[config.mk]
export PLATFORM = sky130hd
export DESIGN_NAME = dmac_read_req_gen
export DESIGN_NICKNAME = d
export VERILOG_FILES = /design/src/rtl/axi4_pkg.sv /design/src/rtl/dmac_pkg.sv /design/src/rtl/dmac_burst_len_calc.sv /design/src/rtl/dmac_read_req_gen.sv
export SDC_FILE = /design/constraint.sdc
export NUM_CORES = 1
export LEC_CHECK = 0
export ABC_AREA = 1
export CORE_MARGIN = 3
export CORE_UTILIZATION = 54
export CTS_BUF_LIST = sky130_fd_sc_hd__clkbuf_8
export DETAILED_ROUTE_END_ITERATION = 10
export PLACE_DENSITY = 0.79
export SLEW_MARGIN = 20
export SYNTH_ARGS = -nofsm -noshare
export SYNTH_HDL_FRONTEND = slang
export SYNTH_SLANG_ARGS = --single-unit
[constraint.sdc]
create_clock -name clk -period 5.2 [get_ports clk]
set_input_delay 1.04 -clock clk [delete_from_list [all_inputs] [get_ports clk]]
set_output_delay 1.04 -clock clk [all_outputs]
set_load 0.05 [all_outputs]
[src/rtl/axi4_pkg.sv]
// Shared AXI4 field widths, burst encodings and protocol constants.
package axi4_pkg;

  localparam int BURST_BITS  = 2;
  localparam int LEN_BITS    = 8;
  localparam int SIZE_BITS   = 3;
  localparam int BOUNDARY_4K = 4096;

  typedef enum logic [BURST_BITS-1:0] {
    FIXED = 2'b00,
    INCR  = 2'b01,
    WRAP  = 2'b10
  } burst_t;

endpackage

[src/rtl/dmac_pkg.sv]
// DMA controller shared types: request generator state machine encoding.
package dmac_pkg;

  typedef enum logic [1:0] {
    IDLE  = 2'b00,
    CALC  = 2'b01,
    ISSUE = 2'b10
  } req_gen_state_t;

endpackage

[src/rtl/dmac_burst_len_calc.sv]
// Combinational beat count for the next burst of a DMA command. Honours
// the burst length cap and never lets an INCR burst cross a 4 KB page.
module dmac_burst_len_calc
  import axi4_pkg::*;
#(
  parameter int ADDR_WD       = 32,
  parameter int MAX_BURST_LEN = 16
) (
  input  logic [11:0]           page_offset,
  input  logic [ADDR_WD-1:0]    remaining,
  input  logic [BURST_BITS-1:0] burst,
  input  logic [SIZE_BITS-1:0]  size,
  output logic [ADDR_WD-1:0]    beats
);

  localparam int FIXED_CAP = (MAX_BURST_LEN < 16) ? MAX_BURST_LEN : 16;

  logic [ADDR_WD-1:0] page_room;
  logic [ADDR_WD-1:0] cap;

  // Take the smallest of remaining beats, the length cap and the beats left in the page.
  always_comb begin
    page_room = (ADDR_WD'(BOUNDARY_4K) - ADDR_WD'(page_offset)) >> size;
    cap       = (burst == FIXED) ? ADDR_WD'(FIXED_CAP) : ADDR_WD'(MAX_BURST_LEN);
    if ((burst == INCR) && (page_room < cap)) begin
      cap = page_room;
    end
    beats = (remaining < cap) ? remaining : cap;
  end

endmodule

[src/rtl/dmac_read_req_gen.sv]
// DMA read request generator: splits one transfer command into AXI4
// read-address requests, one CALC cycle between consecutive requests.
module dmac_read_req_gen
  import axi4_pkg::*;
  import dmac_pkg::*;
#(
  parameter int ADDR_WD       = 32,
  parameter int DATA_WD       = 32,
  parameter int MAX_BURST_LEN = 16
) (
  input  logic                  clk,
  input  logic                  rst,
  input  logic                  cmd_in_valid,
  output logic                  cmd_in_ready,
  input  logic [ADDR_WD-1:0]    cmd_in_src_addr,
  input  logic [BURST_BITS-1:0] cmd_in_burst,
  input  logic [ADDR_WD-1:0]    cmd_in_len,
  input  logic [SIZE_BITS-1:0]  cmd_in_size,
  output logic                  rd_req_valid,
  input  logic                  rd_req_ready,
  output logic [ADDR_WD-1:0]    rd_req_addr,
  output logic [BURST_BITS-1:0] rd_req_burst,
  output logic [LEN_BITS-1:0]   rd_req_len,
  output logic [SIZE_BITS-1:0]  rd_req_size,
  output logic                  rd_req_last,
  output logic                  cmd_err,
  output logic                  busy
);

  localparam int STRB_WD   = DATA_WD / 8;
  localparam int STRB_LOG2 = $clog2(STRB_WD);

  req_gen_state_t state, state_d;

  logic [ADDR_WD-1:0]    addr_q;
  logic [ADDR_WD-1:0]    remaining_q;
  logic [BURST_BITS-1:0] burst_q;
  logic [SIZE_BITS-1:0]  size_q;
  logic [ADDR_WD-1:0]    beats_q;
  logic [ADDR_WD-1:0]    beats;
  logic [ADDR_WD-1:0]    align_mask;
  logic                  cmd_bad;

  dmac_burst_len_calc #(
    .ADDR_WD       (ADDR_WD),
    .MAX_BURST_LEN (MAX_BURST_LEN)
  ) u_len_calc (
    .page_offset (addr_q[11:0]),
    .remaining   (remaining_q),
    .burst       (burst_q),
    .size        (size_q),
    .beats       (beats)
  );

  // Reject commands with an unsupported burst, an oversized beat or a misaligned start.
  always_comb begin
    align_mask = (ADDR_WD'(1) << size_q) - ADDR_WD'(1);
    cmd_bad    = ((burst_q != FIXED) && (burst_q != INCR))
              || (size_q > SIZE_BITS'(STRB_LOG2))
              || ((addr_q & align_mask) != '0);
  end

  // State register.
  always_ff @(posedge clk or posedge rst) begin
    if (rst) begin
      state <= IDLE;
    end else begin
      state <= state_d;
    end
  end

  // Next-state decode: accept, check/compute, then issue until the command is drained.
  always_comb begin
    state_d = state;
    case (state)
      IDLE: begin
        if (cmd_in_valid) begin
          state_d = CALC;
        end
      end
      CALC: begin
        if (cmd_bad || (remaining_q == '0)) begin
          state_d = IDLE;
        end else begin
          state_d = ISSUE;
        end
      end
      ISSUE: begin
        if (rd_req_ready) begin
          state_d = (remaining_q == beats_q) ? IDLE : CALC;
        end
      end
      default: state_d = IDLE;
    endcase
  end

  // Command latch, request field registers and progress bookkeeping.
  always_ff @(posedge clk or posedge rst) begin
    if (rst) begin
      addr_q       <= '0;
      remaining_q  <= '0;
      burst_q      <= '0;
      size_q       <= '0;
      beats_q      <= '0;
      rd_req_addr  <= '0;
      rd_req_burst <= '0;
      rd_req_len   <= '0;
      rd_req_size  <= '0;
      rd_req_last  <= 1'b0;
      cmd_err      <= 1'b0;
    end else begin
      cmd_err <= 1'b0;
      case (state)
        IDLE: begin
          if (cmd_in_valid) begin
            addr_q      <= cmd_in_src_addr;
            remaining_q <= cmd_in_len;
            burst_q     <= cmd_in_burst;
            size_q      <= cmd_in_size;
          end
        end
        CALC: begin
          if (cmd_bad) begin
            cmd_err <= 1'b1;
          end else if (remaining_q != '0) begin
            beats_q      <= beats;
            rd_req_addr  <= addr_q;
            rd_req_burst <= burst_q;
            rd_req_len   <= LEN_BITS'(beats - ADDR_WD'(1));
            rd_req_size  <= size_q;
            rd_req_last  <= (beats == remaining_q);
          end
        end
        ISSUE: begin
          if (rd_req_ready) begin
            remaining_q <= remaining_q - beats_q;
            if (burst_q == INCR) begin
              addr_q <= addr_q + (beats_q << size_q);
            end
          end
        end
        default: ;
      endcase
    end
  end

  assign cmd_in_ready = (state == IDLE);
  assign rd_req_valid = (state == ISSUE);
  assign busy         = (state != IDLE);

endmodule

==> summary.log, run 1 <==
INFO  power          peakVddDrop=0.000239V
INFO  clocking       htree_num_levels=4
INFO  clocking       clock-root-buffer=clkbuf_8
INFO  logic_synthesis synth_enable_flop_cells=0
INFO  logic_synthesis synth-seq-cells=150
INFO  placement      io_buffer_count=122
INFO  route          wirelength=33,400um
INFO  sta            max_slew_margin=37.5%
INFO  sta            grt_setup_unrepaired=false
INFO  clocking       clkLatencyLatePin=0.47ns
INFO  cells_and_area fin_util=64.4%
INFO  floorplan      io_pins=123
INFO  worst_setup_path cp.required=5.54ns
INFO  floorplan      die_y=150um
INFO  sta            post-route-period-util=82.0%
INFO  sta            clock.fmax=235MHz
INFO  logic_synthesis synth_xor_area_share=3.35%
INFO  route          wire_per_inst=17.2um
INFO  route          viasPerCell=5.66
INFO  sta            final-max-slew-violation-count=0
INFO  worst_hold_path min_path_type=reg -> reg
INFO  cells_and_area flow.area_growth_from_synthesis=16.7%
INFO  route          remaining_drc_errors=0
INFO  clocking       clk_pin_slew_worst_paths=0.10ns
INFO  cells_and_area post_route_cells_drive_above_1_share=6.11%
INFO  cells_and_area antenna_cells_inserted=0
INFO  power          cellLeakagePower=0.00623uW
INFO  route          first_iteration_detailed_routing_drc_count=880
INFO  logic_synthesis postSynth.asyncResetShare=100%
INFO  grt            grt_max_degree=94
INFO  sta            skew=0.0165ns
INFO  logic_synthesis synth_compound_area_share=20.1%
INFO  logic_synthesis synthSimpleGateAreaFrac=23.7%
INFO  clocking       postCtsSetupRepairBufs=0
INFO  grt            global_route_overflow=0
INFO  clocking       buffer_depth_of_the_longest_clock_path=2
INFO  clocking       tritoncts.num_buffers=17
INFO  logic_synthesis synth_mux_area_share=2.95%
INFO  placement      globalplace.congestion=0.913
INFO  floorplan      floorplan.die.width=150um
INFO  clocking       cts.sink_count=150
INFO  grt            grt_pass1_vias=10,500
INFO  flow_run       maxCapViolations=0
INFO  clocking       cts_tree=done
INFO  logic_synthesis netlist-cell-type-count=55
INFO  worst_setup_path worst_setup_path_start_kind=flip-flop
INFO  worst_setup_path critPathMaxFanout=40
INFO  grt            grt_first_pass_wirelength=53,600um
INFO  worst_setup_path worst_setup_path_end_kind=flip-flop
INFO  sta            finalCriticalPeriod=4.26ns
INFO  logic_synthesis synth_adder_area_share=8.92%
INFO  logic_synthesis synth_sequential_area_ratio=33.4%
INFO  floorplan      fp.coreArea=20,400um2
INFO  grt            antenna_found_initial=0
INFO  floorplan      num_rows=52
INFO  logic_synthesis syn_area=11,200um2
INFO  cells_and_area final_net_count=1,809
INFO  sta            final_worst_hold_slack=0.490ns
INFO  power          cellPowerDensity=475nW/um2
INFO  sta            totalNegativeSetupSlack=0ns
INFO  logic_synthesis synthesis.instances=1,553
INFO  sta            worstMarginPinSlew=0.932ns
INFO  placement      detailed_place_hpwl=25,700um
INFO  floorplan      die_area=22,600um2
INFO  sta            setup-violations-final=0
INFO  logic_synthesis synth_ff_type=dfrtp_1
INFO  route          drt-pass1-iter-count=5
INFO  floorplan      initial_utilization=55.2%
INFO  outcome        outcome=finished, final reports clean
INFO  logic_synthesis avgSynthCellArea=7.24um2
INFO  logic_synthesis main_combinational_cell_family_by_area_after_synthesis=simple AND/OR/NAND/NOR gates
INFO  logic_synthesis yosysWarnings=0
INFO  clocking       cts_resized=0
INFO  grt            grt_usage=29.9%
INFO  route          antenna_violating_nets_post_route=0
INFO  sta            report.final.hold_viol_count=0
INFO  route          vias=11,000
INFO  clocking       post_cts_hold_buffer_count=0
INFO  worst_setup_path cp_data_arrival_time=4.61ns
INFO  worst_setup_path timing_worst_setup_path_type=reg -> reg
-- per-stage QoR --
stage,cell area (um2),setup WS [ns],std cells,power (uW)
3_3_place_gp,12700,1.07,1908,5250
2_1_floorplan,11300,0.124,1560,4280
3_5_place_dp,12700,1.02,1908,5290
5_1_grt,13100,0.493,1940,6710
4_1_cts,13100,0.980,1940,6220
6_report,13100,0.936,1940,6240
-- routing by layer --
layer / vias to the layer above / track usage [%] / wire, um
li1: 5452 / - / -
met1: 5148 / 40.7 / 15200
met2: 334 / 49.1 / 15700
met3: 52 / 4.73 / 1700
met4: 0 / 9.06 / 837
met5: - / 0 / 0
-- path summary, 6_finish.rpt --
path	from	to	slack, ns	depth (start not counted)
max	size_q[0]	rd_req_len[6]	0.94	26
min	rd_req_addr[6]	rd_req_addr[6]	0.49	2
max reg2reg	size_q[0]	rd_req_len[6]	0.94	26
min reg2reg	rd_req_addr[6]	rd_req_addr[6]	0.49	2
max in group asynchronous	rst	remaining_q[2]	3.18	3
min in group asynchronous	rst	rd_req_addr[21]	1.06	2
-- cell usage in the layout (no fill, tap or decap), types with 5 or more instances in the layout --
cell type,count
a21oi_1,94
a31oi_1,11
buf_4,13
clkbuf_8,17
clkdlybuf4s50_1,122
clkinv_1,5
conb_1,8
dfrtp_1,149
ha_1,77
inv_1,151
inv_2,8
inv_6,6
mux2i_1,32
nand2_1,319
nand2_2,13
nand2_4,5
nand3_1,71
nand3_2,5
nand4_1,9
nor2_1,140
nor2_2,6
nor2_4,5
nor3_1,10
nor4_1,14
o211ai_1,24
o21a_1,5
o21ai_0,223
o21ai_1,12
o21bai_1,5
o22ai_1,19
xnor2_1,11
xor2_1,32
-- layout make-up --
cell class | count | area, um2
clock buffers | 17 | 234
clock inverters | 15 | 145
fillers | 1860 | 7240
inverters | 166 | 631
multi-input cells | 1186 | 6680
flip-flops and latches | 150 | 3750
well taps | 270 | 338
repair buffers | 136 | 1340
-- state kept, by name, indices dropped and copies added, names as in the netlist --
signal        cells
beats_q          32
size_q            3
rd_req_len        8
rd_req_addr      32
remaining_q      32
state             2
rd_req_size       3
burst_q           2
rd_req_last       1
rd_req_burst      2
cmd_err           1
addr_q           32
-- logic make-up after synthesis --
logic type,Yosys count
compound gates,414
xor+xnor,43
fa+ha+maj,79
buf+inv,224
flops,150
mux,33
other cells,1
simple gates,609
-- cell usage after synthesis (2+ instances only) --
| master | n | area share, % |
|---|---|---|
| buf_1 | 2 | 0.067 |
| a211oi_1 | 2 | 0.13 |
| xor2_1 | 32 | 2.5 |
| o21ai_1 | 12 | 0.53 |
| nand2_4 | 5 | 0.50 |
| o21bai_1 | 5 | 0.33 |
| nor2_4 | 4 | 0.40 |
| dfrtp_1 | 150 | 33 |
| inv_1 | 152 | 5.1 |
| clkbuf_1 | 53 | 1.8 |
| nor2_2 | 6 | 0.33 |
| fa_1 | 2 | 0.36 |
| nand2_2 | 12 | 0.67 |
| o22ai_1 | 19 | 1.1 |
| a21oi_1 | 94 | 4.2 |
| o221ai_1 | 4 | 0.31 |
| xnor2_1 | 11 | 0.86 |
| nand3_1 | 71 | 3.2 |
| nor2_1 | 141 | 4.7 |
| o21ai_0 | 223 | 9.9 |
| or2_2 | 3 | 0.17 |
| a221oi_1 | 2 | 0.16 |
| nor3_1 | 10 | 0.45 |
| o21ai_2 | 2 | 0.16 |
| nand3_2 | 5 | 0.45 |
| nor2_8 | 2 | 0.36 |
| ha_1 | 77 | 8.6 |
| mux2i_1 | 32 | 2.8 |
| inv_2 | 8 | 0.27 |
| a211o_1 | 2 | 0.16 |
| o21a_1 | 5 | 0.33 |
| buf_2 | 3 | 0.13 |
| nand4_1 | 9 | 0.50 |
| a31oi_1 | 11 | 0.61 |
| nor4_1 | 14 | 0.78 |
| o31ai_1 | 3 | 0.20 |
| nand2_1 | 320 | 11 |
| o211ai_1 | 24 | 1.6 |
| clkinv_1 | 5 | 0.17 |
-- report_power, final --
group / switching, uW / total, uW / internal, uW
Clock: 532 / 924 / 392
Sequential: 302 / 1760 / 1460
Combinational: 2300 / 3550 / 1260
-- critical path, stage by stage, from the launching register on --
cell and delay (ns):
dfrtp_2 0.79, inv_1 0.46, nand3_1 0.20, nand2_1 0.07
nor2_1 0.11, nand2_1 0.06, nor2_1 0.18, nand2_1 0.17
nor3_1 0.29, inv_1 0.11, ha_1 0.31, nand2_1 0.05
inv_1 0.04, nand2_1 0.04, nand2_1 0.05, nand2_1 0.06
nand2_2 0.07, nand2_4 0.08, nand2_4 0.14, nand2_1 0.08
nand2_2 0.11, ha_1 0.18, nand2_2 0.07, nor2_2 0.14
nand3_1 0.09, nand2_1 0.08, nand3_1 0.09
(Power assumes the default switching activity.)
==> inputs of run 2 (changes only) <==
- CORE_UTILIZATION: 54 -> 59
- PLACE_DENSITY: 0.79 -> 0.82
- clock period: 5.2 -> 4 ns (I/O delays scaled with it)
==> summary.log, run 2 (same netlist as run 1, synthesis figures left out) <==
INFO  flow_run       maxCapViolations=0
INFO  worst_setup_path cpLargestDelayFamily=simple AND/OR/NAND/NOR gates
INFO  placement      post-place-ws=0.0160ns
INFO  power          share_clk_of_total_power=15.5%
INFO  cells_and_area antenna_cells_inserted=0
INFO  sta            worstMarginPinSlew=0.871ns
INFO  placement      placement.cell_area=12,800um2
INFO  power          seq_pwr_share=27.0%
INFO  clocking       clkLatencyLatePin=0.46ns
INFO  worst_setup_path timing_worst_setup_path_type=reg -> reg
INFO  sta            post-route-period-util=92.9%
INFO  clocking       buffer_depth_of_the_longest_clock_path=2
INFO  grt            global_route_overflow=0
INFO  sta            setup-violations-final=0
INFO  floorplan      io_pins=123
INFO  floorplan      fp.coreArea=18,300um2
INFO  power          cellLeakagePower=0.00642uW
INFO  route          wire_per_inst=17.0um
INFO  clocking       clock-root-buffer=clkbuf_8
INFO  worst_setup_path timing.reg2reg.worst_path_depth=32
INFO  route          viasPerCell=5.82
INFO  worst_setup_path cp_common_cell=nand2_1
INFO  sta            finalCriticalPeriod=3.72ns
INFO  worst_setup_path reg2reg_to=rd_req_len[5]
INFO  cells_and_area post_route_cells_drive_above_1_share=8.63%
INFO  power          p_comb_share=57.5%
INFO  power          total_switching_power=4050uW
INFO  sta            skew=0.0152ns
INFO  route          antenna_violating_nets_post_route=0
INFO  clocking       cts_tree=done
INFO  cells_and_area final_cell_mix=318 x nand2_1, 207 x o21ai_0, 151 x inv_1, 146 x dfrtp_1, 140 x nor2_1
INFO  clocking       tritoncts.num_buffers=17
INFO  sta            max_slew_margin=42.0%
INFO  cells_and_area final_net_count=1,843
INFO  route          first_iteration_detailed_routing_drc_count=942
INFO  power          cellPowerDensity=622nW/um2
INFO  power          power.total=8380uW
INFO  route          vias=11,300
INFO  cells_and_area most_frequent_standard_cell_in_the_layout_excluding_fill_and_tap_cells=nand2_1
INFO  worst_setup_path timing.critical_path.slowest_cell_delay=0.45ns
INFO  worst_hold_path min_path_type=reg -> reg
INFO  route          drt-pass1-iter-count=8
INFO  floorplan      floorplan.die.width=144um
INFO  cells_and_area fin_util=73.5%
INFO  floorplan      die_y=144um
INFO  outcome        outcome=finished, final reports clean
INFO  worst_setup_path timing.reg2reg.setup_slack=0.28ns
INFO  sta            final-max-slew-violation-count=0
INFO  sta            fin_ws=0.283ns
INFO  grt            antenna_found_initial=0
INFO  worst_hold_path worst_hold_path.endpoint=rd_req_len[7]
INFO  grt            grt_first_pass_wirelength=53,000um
INFO  power          cell_internal_pwr=4330uW
INFO  sta            report.final.hold_viol_count=0
INFO  sta            clock.fmax=269MHz
INFO  worst_setup_path cp_data_arrival_time=4.08ns
INFO  floorplan      die_area=20,800um2
INFO  cells_and_area flow.area_growth_from_synthesis=19.8%
INFO  placement      globalplace.congestion=1.00
INFO  route          wirelength=32,900um
INFO  cells_and_area final_cell_area=13,500um2
INFO  worst_setup_path worst_setup_path_end_kind=flip-flop
INFO  placement      io_buffer_count=122
INFO  clocking       cts.sink_count=150
INFO  worst_setup_path cp.required=4.36ns
INFO  worst_setup_path critical_path_buf_inv_count=4
INFO  power          peakVddDrop=0.000361V
INFO  route          remaining_drc_errors=0
INFO  grt            grt_max_degree=151
INFO  clocking       clk_pin_slew_worst_paths=0.09ns
INFO  worst_hold_path timing.hold.worst.start=rd_req_len[7]
INFO  worst_setup_path reg2reg_from=addr_q[1]
INFO  worst_setup_path critPathMaxFanout=6
INFO  clocking       htree_num_levels=4
INFO  grt            grt_pass1_vias=10,700
INFO  placement      detailed_place_hpwl=24,700um
INFO  grt            grt_usage=32.0%
INFO  power          sw_frac_of_total=48.3%
INFO  floorplan      num_rows=49
INFO  worst_setup_path slowest_stage=dfrtp_2
INFO  floorplan      initial_utilization=61.3%
INFO  worst_setup_path worst_setup_path_start_kind=flip-flop
INFO  worst_hold_path whs_path_depth=2
==> run 2: changes by cell type in the layout (fill, tap and decap cells not counted), moves of 4 or more <==
cell | before | now
buf_4 | 13 | 41
inv_6 | 6 | 2
o21ai_0 | 223 | 207
o21ai_1 | 12 | 27
==> run 2: routing by layer <==
layer	up-vias	track usage, %	wire [um]
li1	5502	-	-
met1	5216	43.3	14100
met2	460	52.4	15500
met3	75	5.75	2370
met4	0	10.1	886
met5	-	0	0
==> run 2: power by group through the flow <==
| stage | Clock, uW | Sequential, uW | Combinational [uW] |
|---|---|---|---|
| after floorplan | 0 | 2710 | 2860 |
| after global placement | 0 | 2280 | 4580 |
| after detailed placement | 0 | 2280 | 4630 |
| after CTS | 1310 | 2260 | 4660 |
| after global routing | 1380 | 2310 | 5350 |
| final | 1300 | 2260 | 4820 |
==> run 2: worst max path at each step <==
stage	from	endpoint	slack [ns]	cells after the start
global route	addr_q[0]	rd_req_len[5]	-0.05	32
floorplan	size_q[0]	addr_q[21]	0.06	23
finish	addr_q[1]	rd_req_len[5]	0.28	32
CTS	addr_q[0]	rd_req_len[6]	0.11	30
detailed placement	addr_q[0]	rd_req_len[6]	0.02	32
global placement	addr_q[0]	rd_req_len[6]	0.20	30
==> run 2: worst reg2reg max path: cells and delay by family (launching register included) <==
family	cells	cell delay (ns)
simple gates	25	2.21
fa+ha+maj	2	0.45
flops	1	0.45
buf+inv	4	0.39
compound gates	1	0.15
==> run 2: repair_timing <==
| item | CTS | global route |
|---|---|---|
| gates resized for setup | 2 | 36 |
| pin swaps | 0 | 5 |
| hold buffers | 0 | 0 |
| endpoints found under the setup margin | 2 | 21 |
| setup buffers | 1 | 15 |
==> run 2: through the flow <==
stage	instances	TNS, ns	hold slack [ns]
5_1_grt	1932	-0.177	0.503
4_1_cts	1917	0	0.488
6_report	1932	0	0.483
3_5_place_dp	1885	0	0.464
3_3_place_gp	1885	0	0.465
2_1_floorplan	1560	0	0.475
==> run 2: cell type report <==
type	count	area, um2
tap	229	287
sequential	150	3760
multi-input combinational	1186	6740
timing repair buffer	170	1620
clock buffer	19	262
inverter	166	634
fill	1482	4860
clock inverter	12	169
==> inputs of run 3 (changes only) <==
- CAP_MARGIN: unset -> 30
==> results of run 3 <==
The final DEF is identical to that of run 2; final timing and power are the same.
